<file path="src/rtl/comb_seq_pkg.sv">
// comb_seq_pkg
//   Shared definitions for the comb_sequencer block: default bus widths and
//   the sequencer state encoding.
//   No ports.
package comb_seq_pkg;

    localparam int KEY_W_DEF = 2;
    localparam int LED_W_DEF = 10;
    localparam int DW_W_DEF  = 16;

    typedef enum logic [1:0] {
        IDLE  = 2'd0,
        DRIVE = 2'd1,
        DONE  = 2'd2
    } state_t;

endpackage

</file>
<file path="src/rtl/dwell_timer.sv">
// dwell_timer
//   Down-counter that pulses expire_o once every (period_i + 1) enabled
//   cycles. load_i captures a new period and restarts the count.
//   Ports:
//     clk       - clock, rising edge
//     rst       - synchronous active-high reset
//     load_i    - capture period_i and restart the count
//     period_i  - reload value (number of cycles per period minus one)
//     en_i      - count enable
//     expire_o  - high in the last enabled cycle of each period
module dwell_timer #(
    parameter int DW_W = 16
) (
    input  logic            clk,
    input  logic            rst,
    input  logic            load_i,
    input  logic [DW_W-1:0] period_i,
    input  logic            en_i,
    output logic            expire_o
);

    localparam logic [DW_W-1:0] ONE = {{(DW_W-1){1'b0}}, 1'b1};

    logic [DW_W-1:0] period_q, period_d;
    logic [DW_W-1:0] cnt_q, cnt_d;

    assign expire_o = en_i && (cnt_q == '0);

    always_comb begin
        period_d = period_q;
        cnt_d    = cnt_q;
        if (load_i) begin
            period_d = period_i;
            cnt_d    = period_i;
        end else if (en_i) begin
            // Reloading from the latched period keeps the count at DW_W bits,
            // so a period of 2^DW_W-1 cycles never needs an extra bit.
            cnt_d = (cnt_q == '0) ? period_q : cnt_q - ONE;
        end
    end

    always_ff @(posedge clk) begin
        if (rst) begin
            period_q <= '0;
            cnt_q    <= '0;
        end else begin
            period_q <= period_d;
            cnt_q    <= cnt_d;
        end
    end

endmodule

</file>
<file path="src/rtl/comb_sequencer.sv">
// comb_sequencer
//   Walks key_o through every key value, holding each for a programmable
//   dwell, captures the combinational response led_i at the end of each
//   dwell and folds it into a rotating XOR signature.
//   Ports:
//     clk, rst      - clock and synchronous active-high reset
//     start         - run request (IDLE only)
//     stop          - abort request (any state)
//     loop          - keep cycling keys forever (latched at start)
//     dwell         - cycles per key, 0 treated as 1 (latched at start)
//     key_o         - stimulus to the block under control
//     led_i         - response from the block under control
//     sample_valid  - one-cycle pulse, sample_key/sample_led updated
//     sample_key    - key that produced sample_led
//     sample_led    - captured led_i
//     sig           - running signature of the current run
//     busy          - high while driving keys
//     done          - one-cycle pulse at normal completion
//     state_o       - current FSM state, for debug
//
//   Handshake: sample_valid is a pure output strobe with no ready; the
//   consumer must take sample_key/sample_led/sig in the cycle it is high.
module comb_sequencer
    import comb_seq_pkg::*;
#(
    parameter int KEY_W = KEY_W_DEF,
    parameter int LED_W = LED_W_DEF,
    parameter int DW_W  = DW_W_DEF
) (
    input  logic             clk,
    input  logic             rst,
    input  logic             start,
    input  logic             stop,
    input  logic             loop,
    input  logic [DW_W-1:0]  dwell,
    output logic [KEY_W-1:0] key_o,
    input  logic [LED_W-1:0] led_i,
    output logic             sample_valid,
    output logic [KEY_W-1:0] sample_key,
    output logic [LED_W-1:0] sample_led,
    output logic [LED_W-1:0] sig,
    output logic             busy,
    output logic             done,
    output logic [1:0]       state_o
);

    localparam logic [KEY_W-1:0] KEY_ONE = {{(KEY_W-1){1'b0}}, 1'b1};
    localparam logic [DW_W-1:0]  DW_ONE  = {{(DW_W-1){1'b0}}, 1'b1};

    state_t           state_q, state_d;
    logic [KEY_W-1:0] key_q, key_d;
    logic             sv_q, sv_d;
    logic [KEY_W-1:0] skey_q, skey_d;
    logic [LED_W-1:0] sled_q, sled_d;
    logic [LED_W-1:0] sig_q, sig_d;
    logic             loop_q, loop_d;

    logic             start_run;
    logic             expire;
    logic [DW_W-1:0]  period;

    // dwell of 0 behaves as 1; the timer wants cycles-minus-one.
    assign period = (dwell == '0) ? '0 : dwell - DW_ONE;

    dwell_timer #(
        .DW_W(DW_W)
    ) u_timer (
        .clk     (clk),
        .rst     (rst),
        .load_i  (start_run),
        .period_i(period),
        .en_i    (state_q == DRIVE),
        .expire_o(expire)
    );

    always_comb begin
        state_d   = state_q;
        key_d     = key_q;
        sv_d      = 1'b0;
        skey_d    = skey_q;
        sled_d    = sled_q;
        sig_d     = sig_q;
        loop_d    = loop_q;
        start_run = 1'b0;
        unique case (state_q)
            IDLE: begin
                if (start && !stop) begin
                    state_d   = DRIVE;
                    key_d     = '0;
                    sig_d     = '0;
                    loop_d    = loop;
                    start_run = 1'b1;
                end
            end
            DRIVE: begin
                // stop beats a coinciding sample edge: nothing is captured.
                if (stop) begin
                    state_d = IDLE;
                    key_d   = '0;
                end else if (expire) begin
                    sv_d   = 1'b1;
                    skey_d = key_q;
                    sled_d = led_i;
                    sig_d  = {sig_q[LED_W-2:0], sig_q[LED_W-1]} ^ led_i;
                    key_d  = key_q + KEY_ONE;
                    if ((key_q == '1) && !loop_q) begin
                        state_d = DONE;
                    end
                end
            end
            DONE: begin
                state_d = IDLE;
            end
            default: begin
                state_d = IDLE;
                key_d   = '0;
            end
        endcase
    end

    always_ff @(posedge clk) begin
        if (rst) begin
            state_q <= IDLE;
            key_q   <= '0;
            sv_q    <= 1'b0;
            skey_q  <= '0;
            sled_q  <= '0;
            sig_q   <= '0;
            loop_q  <= 1'b0;
        end else begin
            state_q <= state_d;
            key_q   <= key_d;
            sv_q    <= sv_d;
            skey_q  <= skey_d;
            sled_q  <= sled_d;
            sig_q   <= sig_d;
            loop_q  <= loop_d;
        end
    end

    assign key_o        = key_q;
    assign sample_valid = sv_q;
    assign sample_key   = skey_q;
    assign sample_led   = sled_q;
    assign sig          = sig_q;
    assign busy         = (state_q == DRIVE);
    assign done         = (state_q == DONE);
    assign state_o      = state_q;

endmodule

</file>
<file path="config.mk">
export PLATFORM = sky130hd
export DESIGN_NAME = comb_sequencer
export DESIGN_NICKNAME = d
export VERILOG_FILES = /design/src/rtl/comb_seq_pkg.sv /design/src/rtl/dwell_timer.sv /design/src/rtl/comb_sequencer.sv
export SDC_FILE = /design/constraint.sdc
export NUM_CORES = 1
export LEC_CHECK = 0
export CAP_MARGIN = 5
export CORE_MARGIN = 8
export CORE_UTILIZATION = 44
export CTS_BUF_LIST = sky130_fd_sc_hd__clkbuf_4 sky130_fd_sc_hd__clkbuf_8 sky130_fd_sc_hd__clkbuf_16
export DETAILED_ROUTE_END_ITERATION = 6
export PLACE_DENSITY = 0.79
export SKIP_CTS_REPAIR_TIMING = 1
export SYNTH_ARGS = -nofsm -noshare
export SYNTH_HDL_FRONTEND = slang
export SYNTH_HIERARCHICAL = 1
export SYNTH_SLANG_ARGS = --single-unit
export TNS_END_PERCENT = 5
</file>
<file path="constraint.sdc">
create_clock -name clk -period 5.9 [get_ports clk]
set_input_delay 1.77 -clock clk [delete_from_list [all_inputs] [get_ports clk]]
set_output_delay 1.77 -clock clk [all_outputs]
set_load 0.02 [all_outputs]
</file>
==> results.toml, run 1 <==
[critical_path]
cp-start-kind = "register"
rr_worst_depth = 10
r2r_end = "sig[1]"
cp-end-kind = "output port"
reg2reg_slack_ps = 3160
startpoint = "state_o[0]"
worstSetupPathType = "reg2out"
crit_fanout = 13
worstReg2RegStart = "u_timer/cnt_q[0]"
required_ps = 4130
cp.arrival_ps = 2270

[detailed_routing]
wl_per_cell_um = 15.9
drc = 0
via_count = 3074
dr_wl_met2_mm = 4.13
wirelength_mm = 8.75
drt_iter0_markers = 380
dr_wl_met3_um = 593
drt-vias-per-instance = 5.59
firstDrtPassIters = 7
detail-route-antenna-nets = 0
top_layer = "met4"
drt-met1-wl_mm = 3.88

[global_route]
grt_pass1_wl_mm = 14.4
grt.overflow.total = 0
grt_start_max_net_pins = 43
antenna_found_initial = 0
grt_pass1_vias = 2938
groute.usage.overall_pct = 17.2

[final_layout]
diodes = 0
nets = 482
drive_above_1_share_pct = 8.65
utilization_pct = 57.3
fin_cells = 550
area_delta_synth_final_pct = 26.3

[placement]
place_inst = 535
dp_slack_ps = 1710
gp_congestion = 0.896
dp_hpwl_mm = 6.25
port_buffers = 59

[sta]
max_freq_mhz = 247
worst_slew_pin_slew_ps = 816
min_period_ps = 4040
slew_violations = 0
finalHoldViolations = 0
relSlewSlack_pct = 45.4
setup_viol = 0
setup_slack_ps = 1860
rsz0062_at_grt = "false"
finalSetupTns_ps = 0
hold_slack_ps = 458
period_share_pct = 68.5
finClkSkew_ps = 6.43

[synthesis]
yosysWarnings = 6
async_flop_share_pct = 0
synth_area_um2 = 3290
syn-num-nets = 431
yosysTopAreaCell = "dfxtp_1"
ys.flop_type = "dfxtp_1"
synth_edf_count = 0
synth.avg_cell_area_um2 = 8.31
synth-seq-area-share_pct = 36.5
synth_seq_cells = 60
synth_cell_types = 52
synthTopCellsByArea = "dfxtp_1 (37%), mux2i_1 (9.1%), nor2_1 (8.3%), xnor2_1 (4.0%), nand2_1 (3.9%)"
syn_inst = 396
yosysTopAreaCellShare_pct = 36.5

[floorplanning]
rows = 31
die_height_um = 102
start_util_pct = 45.4
core_area_um2 = 7250
die_w_um = 102
die-area_um2 = 10500
ios = 60

[hold_path]
min_from = "sample_led[1]"
whs_endpoint = "sample_led[1]"
hold_class = "reg2reg"
whs_path_depth = 2

[clock_network]
clockBufferDepth = 2
clk_latency_ps = 340
cts.sinks = 60
cts-buffers-inserted = 9
h-tree-depth = 3
cts_tree = "done"
cts_root_buf = "clkbuf_8"
clk_pin_slew_ps = 70

[flow_run]
max-cap-violations = 0

[run_status]
status = "finished, final reports clean"

[power_and_ir_drop]
cellLeakagePower_uw = 0.00155
ir_worst_vdd_uv = 129
pwr_density_cell_nw_per_um2 = 262
[area by class of cell]
type,instances,area [µm²]
Clock buffer,11,145
Clock inverter,4,73.8
Fill cell,638,3100
Inverter,10,37.5
Multi-Input combinational cell,303,1960
Sequential cell,60,1200
Tap cell,99,124
Timing Repair Buffer,63,616
[layout by cell type, fill, tap and decap left out, types with 3 or more instances in the layout]
master,n
nor2b_1,3
clkbuf_8,10
or3_1,7
nor3_1,10
nand3_1,7
nand2b_1,3
inv_1,10
clkdlybuf4s50_1,58
a22oi_1,13
mux2i_1,30
o21ai_0,16
nor2_1,73
mux2_2,3
nor4_1,7
nand2_1,34
dfxtp_1,60
xnor2_1,15
a21oi_1,21
ha_1,4
buf_4,4
o22ai_1,10
xor2_1,9
nand3b_1,3
[report_power, final]
group          switching [µW]  internal [µW]
clock                     160            252
sequential               19.4            423
combinational             135            100
total                     315            775
[kinds of logic after synthesis]
logic type	synth area share, %
compound gates	14.0
mux	10.2
fa+ha+maj	1.52
flops	36.5
buf+inv	4.14
simple gates	27.3
xor+xnor	6.39
[state kept, by name, summed over array words and instances, names as in the netlist]
| signal | count |
|---|---|
| key_o | 2 |
| loop_q | 1 |
| sample_key | 2 |
| sample_led | 10 |
| sample_valid | 1 |
| sig | 10 |
| state_o | 2 |
| u_timer/cnt_q | 16 |
| u_timer/period_q | 16 |
[cell usage after synthesis (3+ instances only)]
cell type / count
a21oi_1: 21
a22oi_1: 13
buf_2: 3
clkbuf_1: 16
dfxtp_1: 60
ha_1: 4
inv_1: 10
mux2_2: 3
mux2i_1: 30
nand2_1: 34
nand2b_1: 3
nand3_1: 7
nand3b_1: 3
nor2_1: 73
nor2b_1: 3
nor3_1: 10
nor4_1: 7
o21ai_0: 16
o22ai_1: 10
or3_1: 7
xnor2_1: 15
xor2_1: 9
[through the flow]
step	cell area [µm²]	total power (µW)
floorplan	3290	608
global placement	3940	672
detailed placement	3940	679
CTS	4160	1090
global route	4160	1140
finish	4160	1090
[critical path, stage by stage (launching register included)]
cell and delay, ps:
dfxtp_1 480, nand2b_1 360, inv_1 390, clkdlybuf4s50_1 700
[worst max-delay path by stage]
| stage | end | slack [ps] |
|---|---|---|
| 4_1_cts | busy | 1830 |
| 6_report | busy | 1860 |
| 3_5_place_dp | u_timer/cnt_q[10] | 1710 |
| 3_3_place_gp | u_timer/cnt_q[10] | 1780 |
| 5_1_grt | busy | 1690 |
| 2_1_floorplan | u_timer/period_q[0] | 2490 |
[metal layers]
layer	GRT usage, %	vias to the layer above
li1	-	1495
met1	22.1	1440
met5	0	-
met4	6.09	0
met3	4.90	20
met2	26.6	119
Note: power is estimated with default switching activity, not from simulation.
==> inputs of run 2 (changes only) <==
==> constraint.sdc (replaced) <==
create_clock -name clk -period 4.15 [get_ports clk]
set_input_delay 1.245 -clock clk [delete_from_list [all_inputs] [get_ports clk]]
set_output_delay 1.245 -clock clk [all_outputs]
set_load 0.02 [all_outputs]
==> run 2 against run 1 <==
  * Combinational power grew 40%
  * Die area stayed put
  * Register-to-register slack worse by 1900 ps
==> results.toml, run 2 (synthesis results as in run 1) <==
[power_and_ir_drop]
cellLeakagePower_uw = 0.00155
comb_power_share_pct = 21.4
pwr_density_cell_nw_per_um2 = 370
clockPowerShare_pct = 37.6
p_int_uw = 1080
seqPwrFrac_pct = 41.0
netSwitchingFraction_pct = 29.7
ir_worst_vdd_uv = 168
power.switching_uw = 457

[sta]
max_freq_mhz = 282
min_period_ps = 3540
hold_slack_ps = 459
finalSetupTns_ps = 0
finalHoldViolations = 0
worst_slew_pin_slew_ps = 896
rsz0062_at_grt = "false"
relSlewSlack_pct = 40.0
slew_violations = 0
setup_viol = 0
finClkSkew_ps = 10.6
period_share_pct = 85.3

[hold_path]
whs_path_depth = 2
whs_endpoint = "sample_led[1]"
hold_class = "reg2reg"
min_from = "sample_led[1]"

[placement]
port_buffers = 59
dp_hpwl_mm = 6.09
postPlaceCellArea_um2 = 3940
gp_congestion = 0.969
place_inst = 535

[detailed_routing]
drc = 0
drt-vias-per-instance = 5.57
wirelength_mm = 8.74
detail-route-antenna-nets = 0
drt_iter0_markers = 212
wl_per_cell_um = 15.8
firstDrtPassIters = 5
via_count = 3072

[critical_path]
cp.arrival_ps = 2300
crit_fanout = 13
worstReg2RegStart = "state_o[0]"
worstSetupPathType = "reg2out"
reg2reg_slack_ps = 1290
required_ps = 2900
cp-start-kind = "register"
rr_worst_depth = 8
r2r_end = "sample_led[5]"
startpoint = "state_o[0]"
cp-end-kind = "output port"

[floorplanning]
ios = 60
rows = 31
start_util_pct = 45.4
core_area_um2 = 7250
die-area_um2 = 10500
die_height_um = 102
die_w_um = 102

[final_layout]
nets = 482
seqCellArea_um2 = 1200
final_area_um2 = 4160
multi_input_area_um2 = 1960
layout_commonest_cell = "nor2_1"
drive_above_1_share_pct = 8.85
final_cell_mix = "nor2_1 (73), dfxtp_1 (60), clkdlybuf4s50_1 (58)"
fin_cells = 552
nFillCells = 641
top_regs = "u_timer/cnt_q: 16 flops, u_timer/period_q: 16 flops"
area_delta_synth_final_pct = 26.3

[clock_network]
clockBufferDepth = 2
clk_pin_slew_ps = 80
clk_latency_ps = 350
cts-buffers-inserted = 9
cts_tree = "done"
cts_root_buf = "clkbuf_8"
cts.sinks = 60
h-tree-depth = 3

[global_route]
groute.usage.overall_pct = 17.2
grt.overflow.total = 0
grt_pass1_vias = 3026
grt_pass1_wl_mm = 14.4
grt_start_max_net_pins = 41
antenna_found_initial = 1

[flow_run]
max-cap-violations = 0

[run_status]
status = "finished, final reports clean"
## run 2: changes by cell type in the layout (fill, tap and decap cells not counted)
cell        previous run  this run
diode_2                0         1
clkbuf_8              10         9
clkinvlp_4             0         1
clkinv_2               1         3
clkbuf_4               1         0
## run 2: how the worst max path moves through the flow
| stage | to | depth (start not counted) |
|---|---|---|
| after global placement | u_timer/cnt_q[10] | 9 |
| after CTS | busy | 3 |
| after detailed placement | u_timer/cnt_q[10] | 9 |
| after floorplan | u_timer/period_q[0] | 5 |
| final | busy | 3 |
| after global routing | busy | 3 |
## run 2: through the flow
| step | utilization [%] | power (µW) | worst slack [ps] |
|---|---|---|---|
| final | 57.3 | 1540 | 609 |
| after global routing | 57.3 | 1600 | 447 |
| after CTS | 57.3 | 1540 | 567 |
| after detailed placement | 54.3 | 962 | 444 |
| after global placement | 54.3 | 956 | 533 |
| after floorplan | - | 864 | 1270 |
## run 2: final cells by class
class,count,share of cell area (%)
Antenna cell,1,0.0602
Clock buffer,9,2.98
Multi-Input combinational cell,303,47.2
Timing Repair Buffer,63,14.8
Inverter,10,0.903
Sequential cell,60,28.9
Clock inverter,7,2.20
Tap cell,99,2.98
## run 2: power groups by stage
stage | registers (µW) | logic, µW | clock network [µW]
floorplan | 635 | 230 | 0
global placement | 639 | 317 | 0
detailed placement | 640 | 322 | 0
finish | 629 | 328 | 578
global route | 632 | 362 | 611
CTS | 628 | 325 | 583
## run 2: metal layers
| metal | up-vias | wire [µm] | global-route usage (%) | part of all wire, % |
|---|---|---|---|---|
| li1 | 1498 | - | - | - |
| met1 | 1467 | 3950 | 21.6 | 45 |
| met2 | 90 | 4160 | 26.5 | 48 |
| met3 | 17 | 464 | 5.18 | 5.3 |
| met4 | 0 | 164 | 7.67 | 1.9 |
| met5 | - | 0 | 0 | 0 |
## run 2: worst max-delay path, cell delays in order, from the launching register on
cell and delay [ps]:
dfxtp_1 500, nand2b_1 370, inv_1 380, clkdlybuf4s50_1 700
==> patch 1, RTL diff (flow settings as in run 2) <==
Register the inputs `start`, `stop`, `loop`, `dwell` and `led_i` before use, without a reset. The logic sees them one clock later. Comments in the files are not updated.
--- a/src/rtl/comb_sequencer.sv
+++ b/src/rtl/comb_sequencer.sv
@@ -49,2 +49,16 @@
 
+    logic start_q;
+    logic stop_q;
+    logic loop_r;
+    logic [DW_W-1:0] dwell_q;
+    logic [LED_W-1:0] led_q;
+
+    always_ff @(posedge clk) begin
+        start_q <= start;
+        stop_q  <= stop;
+        loop_r  <= loop;
+        dwell_q <= dwell;
+        led_q   <= led_i;
+    end
+
     state_t           state_q, state_d;
@@ -62,3 +76,3 @@
     // dwell of 0 behaves as 1; the timer wants cycles-minus-one.
-    assign period = (dwell == '0) ? '0 : dwell - DW_ONE;
+    assign period = (dwell_q == '0) ? '0 : dwell_q - DW_ONE;
 
@@ -86,3 +100,3 @@
             IDLE: begin
-                if (start && !stop) begin
+                if (start_q && !stop_q) begin
                     state_d   = DRIVE;
@@ -90,3 +104,3 @@
                     sig_d     = '0;
-                    loop_d    = loop;
+                    loop_d    = loop_r;
                     start_run = 1'b1;
@@ -96,3 +110,3 @@
                 // stop beats a coinciding sample edge: nothing is captured.
-                if (stop) begin
+                if (stop_q) begin
                     state_d = IDLE;
@@ -102,4 +116,4 @@
                     skey_d = key_q;
-                    sled_d = led_i;
-                    sig_d  = {sig_q[LED_W-2:0], sig_q[LED_W-1]} ^ led_i;
+                    sled_d = led_q;
+                    sig_d  = {sig_q[LED_W-2:0], sig_q[LED_W-1]} ^ led_q;
                     key_d  = key_q + KEY_ONE;
Behaviour: not the same (a bounded check fails within 4 cycles, from zero or initial values and one cycle with rst high).
==> patch 1 against run 2 <==
Design area is 15% higher; global-route usage decreased by 1.9 points; worst setup slack better by 0.11 ns; clock skew increased by 0.00084 ns; routed wire length is 4.4% higher; sequential cell count increased by 29; power is 25% higher; utilization decreased by 2.0 points; synthesized area grew 18%; critical path type unchanged.
==> patch 1: results (changes against run 2) <==
Status
  – Status: complete, no violations (unchanged)

Global routing
  – GRT Total Usage: 0.153 (was 0.172)
  – Initial antenna violation count: 0 (was 1)
  – Global-route wire length before repair: 14800 um (was 14400 um)
  – Largest net degree at the start of global routing: 45 (was 41)
  – Vias in the first global route: 3174 (was 3026)

Placement
  – RePlAce Congestion: 0.910 (was 0.969)
  – Post-DP HPWL: 6540 um (was 6090 um)
  – Port Buf Inserts: 59 (unchanged)

STA
  – Fmax: 291 MHz (was 282 MHz)
  – Slew margin rel.: 0.456 (was 0.400)
  – Final hold slack: 0.456 ns (was 0.459 ns)
  – Worst Skew: 0.0114 ns (was 0.0106 ns)

Final layout
  – Biggest regs: dwell_q: 16 flops, u_timer/cnt_q: 16 flops, u_timer/period_q: 16 flops (was u_timer/cnt_q: 16 flops, u_timer/period_q: 16 flops)
  – Final net count: 512 (was 482)
  – # diodes: 0 (was 1)
  – Share of layout cells above drive strength 1: 0.0851 (was 0.0885)

Hold path
  – Worst Hold Path EP: sample_led[0] (was sample_led[1])
  – Min-Delay Path Class: register to register (unchanged)
  – Worst Min Path Start: sample_led[0] (was sample_led[1])

Yosys
  – Register area share after synthesis: 0.460 (was 0.365)
  – Synth cell count leaders: dfxtp_1, nor2_1, nand2_1, mux2i_1, a21oi_1 (was nor2_1, dfxtp_1, nand2_1, mux2i_1, a21oi_1)
  – Post-synthesis compound-gate area fraction: 0.119 (was 0.140)
  – Largest cells by area after synthesis: dfxtp_1, mux2i_1, nor2_1, xnor2_1, nand2_1 (unchanged)
  – Adder-cell share of the synthesized area: 0.0129 (was 0.0152)
  – Post-Synth XOR/XNOR Area: 0.0543 (was 0.0639)
  – Syn Nets: 460 (was 431)

Route
  – Initial DRC count: 280 (was 212)
  – WL final: 9130 um (was 8740 um)
  – Via-per-instance ratio: 5.53 (was 5.57)

Critical path
  – RR Endpoint: sig[8] (was sample_led[5])
  – R2R setup slack: 1.12 ns (was 1.29 ns)
  – Worst r2r path cells: 8 (unchanged)
  – Worst EP arrival: 2.19 ns (was 2.30 ns)
  – Worst R2R Start: u_timer/cnt_q[3] (was state_o[0])

Power and ir drop
  – Pleak: 1.80 nW (was 1.55 nW)
[patch 1: changes by cell type in the layout (fill, tap and decap cells not counted), sizes merged]
cell / before / now
buf: 5 / 6
clkbuf: 9 / 12
clkinv: 4 / 0
clkinvlp: 1 / 2
dfxtp: 60 / 89
diode: 1 / 0
[patch 1: logic make-up (layout without fill, tap and decap cells)]
kind of cell	count (synthesis)	after routing
AOI/OAI and AO/OA	73	73
xor gates and xnor gates	24	24
adders and majority gates	4	4
buffers and inverters	33	90
DFF	89	89
muxes	33	33
and+or+nand+nor	169	169
[patch 1: through the flow]
stage | util | instance area (um2) | instances
final | 0.552 | 4770 | 590
after global routing | 0.552 | 4770 | 590
after CTS | 0.552 | 4770 | 590
after detailed placement | 0.525 | 4540 | 574
after global placement | 0.525 | 4540 | 574
after floorplan | - | 3870 | 425
[patch 1: cell type report]
type / count / area, um2
Tap cell: 108 / 135
Fill cell: 726 / 3860
Clock buffer: 12 / 159
Sequential cell: 89 / 1780
Clock inverter: 4 / 75.1
Multi-Input combinational cell: 303 / 1960
Inverter: 10 / 37.5
Timing Repair Buffer: 64 / 623
[patch 1: per-layer routing]
layer  vias up  wire (um)  global-route usage
met4         0        178              0.0781
met5         -          0                   0
met3        16        365              0.0223
met1      1550       4000               0.188
li1       1592          -                   -
met2       104       4590               0.253
[patch 1: where the power goes]
group	switching [mW]	internal (mW)
clock	0.290	0.379
sequential	0.0443	0.894
combinational	0.175	0.142
[patch 1: worst register-to-register path, delay by kind of cell, from the launching register on]
family        cells  cell delay [ns]
buf+inv           1             0.31
flops             1             0.36
mux               1             0.18
simple gates      6             2.02
==> patch 2, RTL diff (settings of run 2) <==
Made on the original files. The package constant `LED_W_DEF` goes from 10 to 20.
--- a/src/rtl/comb_seq_pkg.sv
+++ b/src/rtl/comb_seq_pkg.sv
@@ -7,3 +7,3 @@
     localparam int KEY_W_DEF = 2;
-    localparam int LED_W_DEF = 10;
+    localparam int LED_W_DEF = 20;
     localparam int DW_W_DEF  = 16;
Ports: changed (resized led_i, sample_led and sig); port bits go from 60 to 90. The function was not compared with the original's and may differ.
==> patch 2 against run 2 <==
Power up 13%; synthesized area up 21%; routed wire length increased by 28%; final cell count is 20% higher; sequential cell count rose by 20; design area rose by 23%; via count is 23% higher; worst setup slack improved by 0.35 ns; count of clock-buffer cells in the layout unchanged; largest cell class unchanged; largest power group unchanged; highest routed layer unchanged.
==> patch 2: results (changes against run 2) <==
Final layout
  – Share of layout cells above drive strength 1: 0.0719 (was 0.0885)
  – # diodes: 0 (was 1)

Critical path
  – CP Launch Point: dwell[0] (was state_o[0])
  – RR Endpoint: sig[3] (was sample_led[5])
  – Worst r2r path cells: 10 (was 8)
  – Worst R2R Start: u_timer/cnt_q[0] (was state_o[0])

Route
  – Initial DRC count: 231 (was 212)
  – Via-per-instance ratio: 5.68 (was 5.57)
  – WL final: 11200 um (was 8740 um)

Hold path
  – Worst Min Path Start: sample_led[15] (was sample_led[1])

Placement
  – Post-DP HPWL: 8210 um (was 6090 um)
  – RePlAce Congestion: 0.845 (was 0.969)
  – Worst slack, placed: 0.612 ns (was 0.444 ns)
  – Port Buf Inserts: 89 (was 59)

Status
  – Status: complete, no violations (unchanged)

Power and ir drop
  – Switching power share of the total: 0.299 (was 0.297)
  – Pleak: 1.87 nW (was 1.55 nW)

STA
  – Worst Skew: 0.0164 ns (was 0.0106 ns)
  – Worst-Margin Slew: 0.921 ns (was 0.896 ns)

Yosys
  – Largest cells by area after synthesis: dfxtp_1, nor2_1, xor2_1, a22oi_1, nand2_1 (was dfxtp_1, mux2i_1, nor2_1, xnor2_1, nand2_1)
  – Syn Nets: 518 (was 431)
  – Synth cell count leaders: dfxtp_1, nor2_1, nand2_1, a22oi_1, xor2_1 (was nor2_1, dfxtp_1, nand2_1, mux2i_1, a21oi_1)

Global routing
  – GRT Total Usage: 0.176 (was 0.172)
  – Vias in the first global route: 3811 (was 3026)
  – Initial antenna violation count: 0 (was 1)
[patch 2: cell count changes after synthesis, sizes merged, moves of 2 or more]
cell	before	now
a21oi	21	28
buf	6	10
dfxtp	60	80
xor2	9	30
mux2i	30	21
xnor2	15	5
a22oi	13	33
clkbuf	17	20
nor2	74	71
nand2	36	59
nor3b	1	3
[patch 2: worst max-delay path, cell delays in order]
cell and delay [ns]:
clkdlybuf4s50_1 0.51, inv_1 0.10, ha_1 0.18, nor3b_4 0.37
nand2_2 0.12, nor3_1 0.19, mux2_1 0.36, a22oi_1 0.22
o22ai_1 0.12
[patch 2: metrics by stage]
stage               hold slack, ns  std cells  total power [mW]  area, um2
floorplan                    0.451        473              1.05       3970
global placement             0.442        648              1.15       4920
detailed placement           0.449        648              1.16       4920
CTS                          0.462        664              1.75       5130
global route                 0.484        664              1.82       5130
finish                       0.462        664              1.74       5130
[patch 2: cells by family after synthesis]
kind of cell,Yosys count,synth area share
compound gates,101,0.165
xor+xnor,35,0.0772
fa+ha+maj,4,0.0126
buf+inv,39,0.0435
flops,80,0.403
mux,24,0.0614
simple gates,190,0.237
[patch 2: how the worst max path moves through the flow]
stage | to | slack, ns | cells past startpoint
5_1_grt | u_timer/cnt_q[10] | 0.86 | 10
2_1_floorplan | u_timer/cnt_q[10] | 1.34 | 9
3_3_place_gp | u_timer/cnt_q[10] | 0.75 | 10
4_1_cts | u_timer/cnt_q[10] | 0.98 | 10
3_5_place_dp | u_timer/cnt_q[14] | 0.61 | 9
6_report | u_timer/cnt_q[14] | 0.96 | 9
[patch 2: metal layers]
| layer | GRT usage | up-vias | part of all wire |
|---|---|---|---|
| met2 | 0.298 | 127 | 0.49 |
| met3 | 0.0649 | 12 | 0.083 |
| li1 | - | 1819 | - |
| met1 | 0.204 | 1813 | 0.42 |
| met4 | 0.0471 | 0 | 0.011 |
| met5 | 0 | - | 0 |
[patch 2: power by group through the flow]
stage	registers (mW)	logic, mW	clock network [mW]
after global routing	0.820	0.363	0.641
after detailed placement	0.833	0.324	0
after global placement	0.832	0.316	0
final	0.816	0.331	0.594
after floorplan	0.827	0.220	0
after CTS	0.815	0.326	0.608
[patch 2: layout make-up]
class / count / area (um2)
flip-flops and latches: 80 / 1600
inverters: 9 / 33.8
multi-input cells: 354 / 2210
clock inverters: 7 / 78.8
fillers: 753 / 3590
repair buffers: 97 / 946
well taps: 108 / 135
clock buffers: 9 / 124
